**src/rtl/cswap.sv**
```systemverilog
// cswap: registered, bit-parallel Fredkin (controlled-swap) gate.
//
// For every bit position where control A is 1, the matching bits of B and C
// are exchanged; where A is 0 they pass straight through. A is forwarded
// unchanged. The gate is conservative (per-bit ones count preserved) and
// self-inverse. Results appear exactly one clock after the sampling edge.
//
// Parameters:
//   WIDTH  width of A, B, C and of each data output (>= 1)
//   CNT_W  width of the optional swap-statistics counter (>= 1)
//
// Ports:
//   clk        rising-edge clock
//   rst_n      synchronous active-low reset
//   in_valid   A/B/C are sampled on this edge when high
//   A, B, C    control vector and the two data operands
//   out_valid  A1/B1/C1 hold a freshly computed result this cycle
//   A1         registered copy of A
//   B1         registered (~A & B) | (A & C)
//   C1         registered (~A & C) | (A & B)
//   swap_cnt   saturating count of bit positions whose values actually
//              changed, i.e. the running sum of popcount(A & (B ^ C))
//
// Build option:
//   CSWAP_STATS_EN  when defined, adds swap_cnt and its popcount logic.
//                   The data path is identical in both builds.

module cswap #(
  parameter int unsigned WIDTH = 1,
  parameter int unsigned CNT_W = 16
) (
  input  logic             clk,
  input  logic             rst_n,
  input  logic             in_valid,
  input  logic [WIDTH-1:0] A,
  input  logic [WIDTH-1:0] B,
  input  logic [WIDTH-1:0] C,
  output logic             out_valid,
  output logic [WIDTH-1:0] A1,
  output logic [WIDTH-1:0] B1,
  output logic [WIDTH-1:0] C1
`ifdef CSWAP_STATS_EN
  ,
  output logic [CNT_W-1:0] swap_cnt
`endif
);

  if (WIDTH < 1) begin : g_bad_width
    $error("cswap: WIDTH must be at least 1");
  end
  if (CNT_W < 1) begin : g_bad_cnt_w
    $error("cswap: CNT_W must be at least 1");
  end

  logic [WIDTH-1:0] b_mux;
  logic [WIDTH-1:0] c_mux;

  always_comb begin
    b_mux = (~A & B) | (A & C);
    c_mux = (~A & C) | (A & B);
  end

  // Data registers hold across idle cycles; only out_valid drops.
  always_ff @(posedge clk) begin
    if (!rst_n) begin
      out_valid <= 1'b0;
      A1        <= '0;
      B1        <= '0;
      C1        <= '0;
    end else begin
      out_valid <= in_valid;
      if (in_valid) begin
        A1 <= A;
        B1 <= b_mux;
        C1 <= c_mux;
      end
    end
  end

`ifdef CSWAP_STATS_EN
  localparam int unsigned POP_W = $clog2(WIDTH + 1);
  // One spare bit above the wider operand so the sum never overflows and
  // saturation can be detected from the bits above CNT_W.
  localparam int unsigned SUM_W = ((CNT_W > POP_W) ? CNT_W : POP_W) + 1;

  logic [WIDTH-1:0] swap_bits;
  logic [POP_W-1:0] pop_cnt;
  logic [SUM_W-1:0] cnt_sum;
  logic [CNT_W-1:0] cnt_nxt;

  always_comb begin
    swap_bits = A & (B ^ C);
    pop_cnt   = '0;
    for (int unsigned i = 0; i < WIDTH; i++) begin
      pop_cnt = pop_cnt + POP_W'(swap_bits[i]);
    end
    cnt_sum = SUM_W'(swap_cnt) + SUM_W'(pop_cnt);
    cnt_nxt = (cnt_sum[SUM_W-1:CNT_W] != '0) ? '1 : cnt_sum[CNT_W-1:0];
  end

  always_ff @(posedge clk) begin
    if (!rst_n) begin
      swap_cnt <= '0;
    end else if (in_valid) begin
      swap_cnt <= cnt_nxt;
    end
  end
`endif

endmodule

```
**config.mk**
```make
export PLATFORM = sky130hd
export DESIGN_NAME = cswap
export DESIGN_NICKNAME = d
export VERILOG_FILES = /design/src/rtl/cswap.sv
export SDC_FILE = /design/constraint.sdc
export NUM_CORES = 1
export LEC_CHECK = 0
export CORE_AREA = 2 2 39 41
export CTS_BUF_LIST = sky130_fd_sc_hd__clkbuf_4 sky130_fd_sc_hd__clkbuf_8
export DETAILED_ROUTE_END_ITERATION = 8
export DIE_AREA = 0 0 41 43
export PLACE_DENSITY_LB_ADDON = 0.08
export SLEW_MARGIN = 20
export SYNTH_ARGS = -nofsm -noshare
export SYNTH_HDL_FRONTEND = slang
export SYNTH_SLANG_ARGS = --single-unit
```
**constraint.sdc**
```tcl
create_clock -name clk -period 0.9 [get_ports clk]
set_input_delay 0.135 -clock clk [delete_from_list [all_inputs] [get_ports clk]]
set_output_delay 0.135 -clock clk [all_outputs]
set_load 0.005 [all_outputs]
```
==> results of run 1 <==
## layer usage
layer | track usage (%) | up-vias | routed length, µm
met1 | 5.48 | 54 | 150
met4 | 2.00 | 0 | 0
met3 | 10.5 | 0 | 73
met5 | 0 | - | 0
met2 | 7.19 | 8 | 149
li1 | - | 73 | -
## flip-flops by register name, summed over array words and instances, names as in the netlist
| register | flops |
|---|---|
| A1 | 1 |
| B1 | 1 |
| C1 | 1 |
| out_valid | 1 |
## through the flow
| step | util (%) | cell area (µm²) | setup TNS (ps) |
|---|---|---|---|
| global route | 19.9 | 275 | 0 |
| detailed placement | 18.9 | 262 | -828 |
| finish | 19.9 | 275 | 0 |
| global placement | 18.9 | 262 | -833 |
| floorplan | - | 144 | 0 |
| CTS | 20.7 | 287 | 0 |
## cell families (layout without fill, tap and decap cells)
family | Yosys count | in the layout | share of synthesized area [%]
buffers and inverters | 0 | 13 | 0
multiplexers | 3 | 3 | 20.9
flip-flops | 4 | 4 | 55.7
AND/OR/NAND/NOR | 2 | 2 | 9.57
AO/OA/AOI/OAI | 4 | 4 | 13.9
## layout make-up
cell class | count | area share [%]
Timing Repair Buffer | 10 | 31.8
Sequential cell | 4 | 29.5
Multi-Input combinational cell | 9 | 23.2
Clock buffer | 3 | 8.18
Tap cell | 16 | 7.27
## cell usage in the layout, fill, tap and decap left out, types with 2 or more instances in the layout
master / n
clkdlybuf4s50_1: 3
o21ai_0: 2
a21oi_1: 2
clkbuf_4: 3
clkbuf_2: 2
dlymetal6s2s_1: 2
dfxtp_1: 3
mux2i_1: 3
## worst max-delay path by stage
stage | end | slack (ps) | depth (start not counted)
5_1_grt | out_valid | 0.9 | 1
2_1_floorplan | C1 | 300 | 2
6_report | out_valid | 50 | 1
3_5_place_dp | C1 | -210 | 3
3_3_place_gp | A1 | -220 | 3
4_1_cts | A1 | 2 | 1
## power by group
group / total, mW / leakage [nW] / switching (mW) / internal [mW]
registers: 0.195 / 0.0335 / 0.00409 / 0.191
clock network: 0.219 / 0.0138 / 0.0700 / 0.149
logic: 0.0640 / 0.0894 / 0.0231 / 0.0409
total: 0.478 / 0.137 / 0.0972 / 0.381
## repair_timing
action	CTS	global route
resized for setup	10	5
gates cloned	0	0
setup endpoints to repair	4	6
hold buffers	0	0
==> results.py, run 1 <==
metrics = {
    "status": {
        "outcome": "completed",
    },
    "logic_synthesis": {
        "synth_edf_count": 0,
        "postSynthCellCount": 13,
        "yosysTopAreaCellShare_pct": 55.7,
        "ys_types": 6,
        "syn_nets": 19,
        "synth_seq_area_share_pct": 55.7,
        "yosysTopAreaCell": "dfxtp_1",
        "synth_seq_cells": 4,
        "synth_area_leaders": "dfxtp_1 56%, mux2i_1 21%, a21oi_1 7.0%, o21ai_0 7.0%, and2_2 5.2%",
        "synth_flop_cell": "dfxtp_1",
        "synthTopCellsByCount": "4 x dfxtp_1, 3 x mux2i_1, 2 x a21oi_1, 2 x o21ai_0",
        "synth.avg_cell_area_um2": 11.1,
        "async_flop_share_pct": 0,
        "syn-cell-area_um2": 144,
        "yosysMostFrequentCell": "dfxtp_1",
        "ys_warn_count": 0,
    },
    "routing": {
        "avgViaCountPerCell": 3.21,
        "wl_um": 373,
        "vias": 135,
        "first_pass_iters": 1,
        "ant_nets": 0,
        "wl_per_cell_um": 8.88,
        "route.detailed.drc": 0,
        "drt_iter0_markers": 0,
    },
    "finish": {
        "finalNonFillerCells": 42,
        "seq_area_um2": 81.3,
        "syn2layout_area_growth_pct": 91.3,
        "multi_input_area_um2": 63.8,
        "fillCellCount": 149,
        "layout-drive-gt1-share_pct": 34.6,
        "nets": 34,
        "antenna_cells": 0,
    },
    "place": {
        "post-place-ws_ps": -212,
        "place_inst": 39,
        "gp_congestion": 0.647,
        "portBuffers": 9,
    },
    "clocking": {
        "cts-root-buf": "clkbuf_4",
        "numCtsBuffers": 3,
        "clk_path_buf_depth": 2,
        "cts-htree-levels": 1,
        "cts.clk_slew.worst_paths_ps": 40,
        "clkLatencyLatePin_ps": 230,
        "tritoncts": "done",
        "cts.sinks": 4,
        "cts_post_setup_buffers_inserted": 0,
    },
    "timing": {
        "relSlewSlack_pct": 84.8,
        "worst_slack_ps": 46.9,
        "rsz0062_at_grt": "false",
        "slew_violations": 0,
        "hold_viol": 0,
        "clock_skew_ps": 0,
        "whs_ps": 238,
        "setup_viol": 0,
        "min_period_ps": 853,
        "fmax_mhz": 1170,
        "tightest_slew_ps": 228,
        "fin_crit_sh_pct": 94.8,
    },
    "critical_path": {
        "crit_slowest_cell": "dfxtp_1",
        "cp-end-kind": "output pin",
        "critical_path_class": "reg -> out",
        "path_cells": "clkdlybuf4s15_1",
        "cp_data_required_time_ps": 760,
        "crit_family": "flip-flops",
        "rr_startpoint": "C1",
        "path_buf_inv": 1,
        "reg2regPathDepth": 2,
        "critPathMaxStageDelay_ps": 300,
        "path_max_fanout": 1,
        "start_kind": "flop",
        "crit_arrival_ps": 720,
        "regToRegEndpoint": "C1",
        "worstSetupStartpoint": "out_valid",
        "reg2reg_slack_ps": 290,
    },
    "flow_run": {
        "cap_violations": 0,
    },
    "global_route": {
        "grt_max_degree": 7,
        "grt_antenna_before_repair": 0,
        "track_usage_pct": 6.33,
        "first_global_vias": 153,
        "gr-total-overflow": 0,
        "grt_pass1_wl_um": 627,
    },
    "min_path": {
        "holdPathEnd": "B1",
        "hold_depth": 2,
        "min-delay-start": "in_valid",
        "min_path_type": "in -> reg",
    },
    "power_and_ir_drop": {
        "p_total_mw": 0.478,
        "powerDensity_mw_per_mm2": 1740,
        "p_leak_nw": 0.137,
        "vdd_ir_drop_max_mv": 0.647,
    },
    "floorplan": {
        "rows": 14,
        "io_pins": 10,
        "start_util_pct": 10.4,
        "dieArea_mm2": 0.00176,
        "core_mm2": 0.00138,
        "die_x_um": 41,
        "die_h_um": 43,
    },
}
(Power assumes the default switching activity.)
==> run 2, diff against run 1 <==
--- a/config.mk
+++ b/config.mk
@@ -14,3 +14,4 @@
 export SYNTH_ARGS = -nofsm -noshare
 export SYNTH_HDL_FRONTEND = slang
 export SYNTH_SLANG_ARGS = --single-unit
+export TNS_END_PERCENT = 10
==> constraint.sdc (replaced) <==
create_clock -name clk -period 0.8 [get_ports clk]
set_input_delay 0.12 -clock clk [delete_from_list [all_inputs] [get_ports clk]]
set_output_delay 0.12 -clock clk [all_outputs]
set_load 0.005 [all_outputs]
==> results.py, run 2 (synthesis results as in run 1) <==
metrics = {
    "critical_path": {
        "crit_arrival_ps": 650,
        "cp-end-kind": "output pin",
        "path_cells": "buf_2",
        "start_kind": "flop",
        "path_max_fanout": 2,
        "crit_family": "flip-flops",
        "cp_data_required_time_ps": 680,
        "critPathMaxStageDelay_ps": 310,
        "crit_slowest_cell": "dfxtp_2",
        "path_buf_inv": 1,
        "critical_path_class": "reg -> out",
    },
    "timing": {
        "hold_viol": 0,
        "worst_slack_ps": 26.2,
        "clock_skew_ps": 0,
        "tightest_slew_ps": 216,
        "whs_ps": 346,
        "setup_viol": 0,
        "fmax_mhz": 1290,
        "slew_violations": 0,
        "fin_crit_sh_pct": 96.7,
        "min_period_ps": 774,
        "relSlewSlack_pct": 85.6,
        "setup_tns_ps": 0,
        "rsz0062_at_grt": "false",
    },
    "routing": {
        "drt_iter0_markers": 1,
        "wl_per_cell_um": 8.33,
        "vias": 141,
        "ant_nets": 0,
        "avgViaCountPerCell": 3.36,
        "first_pass_iters": 2,
        "wl_um": 350,
        "route.detailed.drc": 0,
    },
    "global_route": {
        "grt_antenna_before_repair": 0,
        "track_usage_pct": 4.92,
        "first_global_vias": 119,
        "gr-total-overflow": 0,
        "grt_max_degree": 7,
        "grt_pass1_wl_um": 469,
    },
    "clocking": {
        "hold_buffers": 0,
        "numCtsBuffers": 3,
        "cts-root-buf": "clkbuf_4",
        "cts-htree-levels": 1,
        "clkLatencyLatePin_ps": 230,
        "cts.sinks": 4,
        "clk_path_buf_depth": 2,
        "cts.clk_slew.worst_paths_ps": 40,
        "tritoncts": "done",
    },
    "power_and_ir_drop": {
        "p_leak_nw": 0.123,
        "powerDensity_mw_per_mm2": 2010,
        "vdd_ir_drop_max_mv": 0.619,
    },
    "finish": {
        "fillCellCount": 158,
        "antenna_cells": 0,
        "nets": 34,
        "final_area_um2": 265,
        "seq_area_um2": 83.8,
        "finalNonFillerCells": 42,
        "multi_input_area_um2": 63.8,
        "layout_commonest_cell": "buf_2",
        "syn2layout_area_growth_pct": 84.3,
        "layout-drive-gt1-share_pct": 46.2,
        "final_cell_mix": "4 x buf_2, 3 x dfxtp_2, 3 x mux2i_1, 3 x clkbuf_4, 3 x clkdlybuf4s50_1",
    },
    "flow_run": {
        "cap_violations": 0,
    },
    "floorplan": {
        "core_mm2": 0.00138,
        "io_pins": 10,
        "die_x_um": 41,
        "die_h_um": 43,
        "dieArea_mm2": 0.00176,
        "start_util_pct": 10.4,
        "rows": 14,
    },
    "min_path": {
        "min_path_type": "in -> reg",
    },
    "place": {
        "post-place-ws_ps": -287,
        "gp_congestion": 0.643,
        "portBuffers": 9,
        "place_inst": 39,
        "dpl_cell_area_um2": 262,
    },
    "status": {
        "outcome": "completed",
    },
}
==> run 2: final timing paths <==
kind / depth (start not counted) / slack (ps) / startpoint / end
worst max-delay path: 1 / 30 / A1 / A1
worst min-delay path: 2 / 350 / in_valid / B1
worst max register to register: 2 / 160 / C1 / C1
worst min register to register: 2 / 500 / A1 / A1
==> run 2: layer usage <==
layer  routed length [µm]  share of wire, %  vias up  global-route usage, %
met3                   53                15        0                   7.85
met2                  152                43        7                   5.63
met5                    0                 0        -                      0
li1                     -                 -       73                      -
met4                    0                 0        0                   2.00
met1                  144                41       61                   4.18
==> run 2: area by class of cell <==
type / instances / area share, %
clock buffers: 3 / 8.49
multi-input cells: 9 / 24.1
repair buffers: 10 / 28.3
well taps: 16 / 7.55
flip-flops and latches: 4 / 31.6
==> run 2: per-stage QoR <==
step	util [%]	power, mW
after global placement	18.9	0.307
final	19.2	0.533
after floorplan	-	0.243
after global routing	19.2	0.569
after detailed placement	18.9	0.307
after CTS	19.2	0.548
==> run 2: where the power goes <==
| group | switching [mW] | leakage (nW) | internal, mW | total (mW) |
|---|---|---|---|---|
| registers | 0.00464 | 0.0341 | 0.216 | 0.220 |
| logic | 0.0255 | 0.0750 | 0.0423 | 0.0679 |
| clock network | 0.0769 | 0.0138 | 0.167 | 0.244 |
==> run 2: what timing repair did <==
| item | 4_1_cts | 5_1_grt |
|---|---|---|
| setup buffers | 0 | 0 |
| setup endpoints to repair | 7 | 0 |
| hold endpoints to repair | 0 | 0 |
| resized for setup | 21 | 0 |
==> run 3, diff against run 2 <==
--- a/config.mk
+++ b/config.mk
@@ -9,7 +9,8 @@
 export CTS_BUF_LIST = sky130_fd_sc_hd__clkbuf_4 sky130_fd_sc_hd__clkbuf_8
 export DETAILED_ROUTE_END_ITERATION = 8
 export DIE_AREA = 0 0 41 43
-export PLACE_DENSITY_LB_ADDON = 0.08
+export PLACE_DENSITY = 0.3
+export SETUP_SLACK_MARGIN = 0.02
 export SLEW_MARGIN = 20
 export SYNTH_ARGS = -nofsm -noshare
 export SYNTH_HDL_FRONTEND = slang
==> results.py, run 3 (synthesis results as in run 1) <==
metrics = {
    "status": {
        "outcome": "completed",
    },
    "critical_path": {
        "start_kind": "flop",
        "cp-end-kind": "output pin",
        "crit_arrival_ps": 660,
        "critical_path_class": "reg -> out",
        "critPathMaxStageDelay_ps": 310,
        "crit_slowest_cell": "dfxtp_2",
        "path_cells": "buf_2",
        "path_buf_inv": 1,
        "path_max_fanout": 2,
        "cp_data_required_time_ps": 680,
        "crit_family": "flip-flops",
    },
    "floorplan": {
        "rows": 14,
        "die_h_um": 43,
        "die_x_um": 41,
        "core_mm2": 0.00138,
        "start_util_pct": 10.4,
        "io_pins": 10,
        "dieArea_mm2": 0.00176,
    },
    "timing": {
        "setup_tns_ps": 0,
        "tightest_slew_ps": 136,
        "fmax_mhz": 1290,
        "whs_ps": 364,
        "relSlewSlack_pct": 90.7,
        "rsz0062_at_grt": "true",
        "fin_crit_sh_pct": 97.2,
        "slew_violations": 0,
        "min_period_ps": 778,
        "worst_slack_ps": 22.2,
        "hold_viol": 0,
        "setup_viol": 0,
        "clock_skew_ps": 0,
    },
    "power_and_ir_drop": {
        "p_leak_nw": 0.124,
        "powerDensity_mw_per_mm2": 2000,
        "vdd_ir_drop_max_mv": 1.10,
        "p_total_mw": 0.544,
    },
    "place": {
        "post-place-ws_ps": -285,
        "portBuffers": 9,
        "place_inst": 39,
        "dpl_cell_area_um2": 262,
        "gp_congestion": 0.661,
    },
    "routing": {
        "first_pass_iters": 2,
        "wl_per_cell_um": 8.83,
        "ant_nets": 0,
        "vias": 146,
        "avgViaCountPerCell": 3.48,
        "drt_iter0_markers": 1,
        "route.detailed.drc": 0,
        "wl_um": 371,
    },
    "clocking": {
        "cts.sinks": 4,
        "cts-htree-levels": 1,
        "numCtsBuffers": 3,
        "cts.clk_slew.worst_paths_ps": 40,
        "cts_post_setup_buffers_inserted": 0,
        "hold_buffers": 0,
        "cts-root-buf": "clkbuf_4",
        "clk_path_buf_depth": 2,
        "tritoncts": "done",
        "clkLatencyLatePin_ps": 230,
    },
    "finish": {
        "nets": 34,
        "final_cell_mix": "3 x dfxtp_2, 3 x mux2i_1, 3 x clkbuf_4, 3 x clkdlybuf4s50_1, 3 x buf_2",
        "layout-drive-gt1-share_pct": 46.2,
        "fin_util_pct": 19.6,
        "antenna_cells": 0,
        "finalNonFillerCells": 42,
        "final_area_um2": 272,
        "syn2layout_area_growth_pct": 88.7,
    },
    "global_route": {
        "gr-total-overflow": 0,
        "met2_usage_pct": 6.56,
        "use_met1_pct": 5.73,
        "grt_max_degree": 6,
        "grt_pass1_wl_um": 593,
        "top_usage_layer": "met3",
        "track_usage_pct": 6.01,
        "met3_usage_pct": 9.42,
        "first_global_vias": 151,
        "grt_antenna_before_repair": 0,
    },
    "flow_run": {
        "cap_violations": 0,
    },
    "min_path": {
        "min_path_type": "in -> reg",
    },
}
-- run 3: changes by cell type in the layout (fill, tap and decap cells not counted) --
cell   delta
buf_6     +1
buf_2     -1
-- run 3: worst register-to-register path, delay by kind of cell, from the launching register on --
family / cells / cell delay [ps]
DFF: 1 / 310
AOI/OAI and AO/OA: 2 / 200
-- run 3: final cells by class --
class,count,area (µm²)
multi-input combinational,9,63.8
tap,16,20.0
sequential,4,83.8
clock buffer,3,22.5
fill,153,1110
timing repair buffer,10,81.3
-- run 3: worst paths after layout --
kind | cells past startpoint | startpoint | slack (ps) | to
setup / recovery | 1 | A1 | 20 | A1
setup reg to reg | 2 | C1 | 170 | C1
hold / removal | 2 | in_valid | 360 | out_valid
hold reg to reg | 2 | A1 | 500 | A1
-- run 3: layer usage --
metal / up-vias / part of all wire [%]
li1: 72 / -
met1: 61 / 45
met2: 13 / 30
met3: 0 / 25
met4: 0 / 0
met5: - / 0
-- run 3: where the power goes --
part           internal [mW]  switching (mW)
clock                  0.168          0.0834
sequential             0.216         0.00527
combinational         0.0463          0.0254
-- run 3: timing repair --
action,4_1_cts,5_1_grt
resized for setup,21,1
hold endpoints to repair,0,0
setup endpoints to repair,7,4
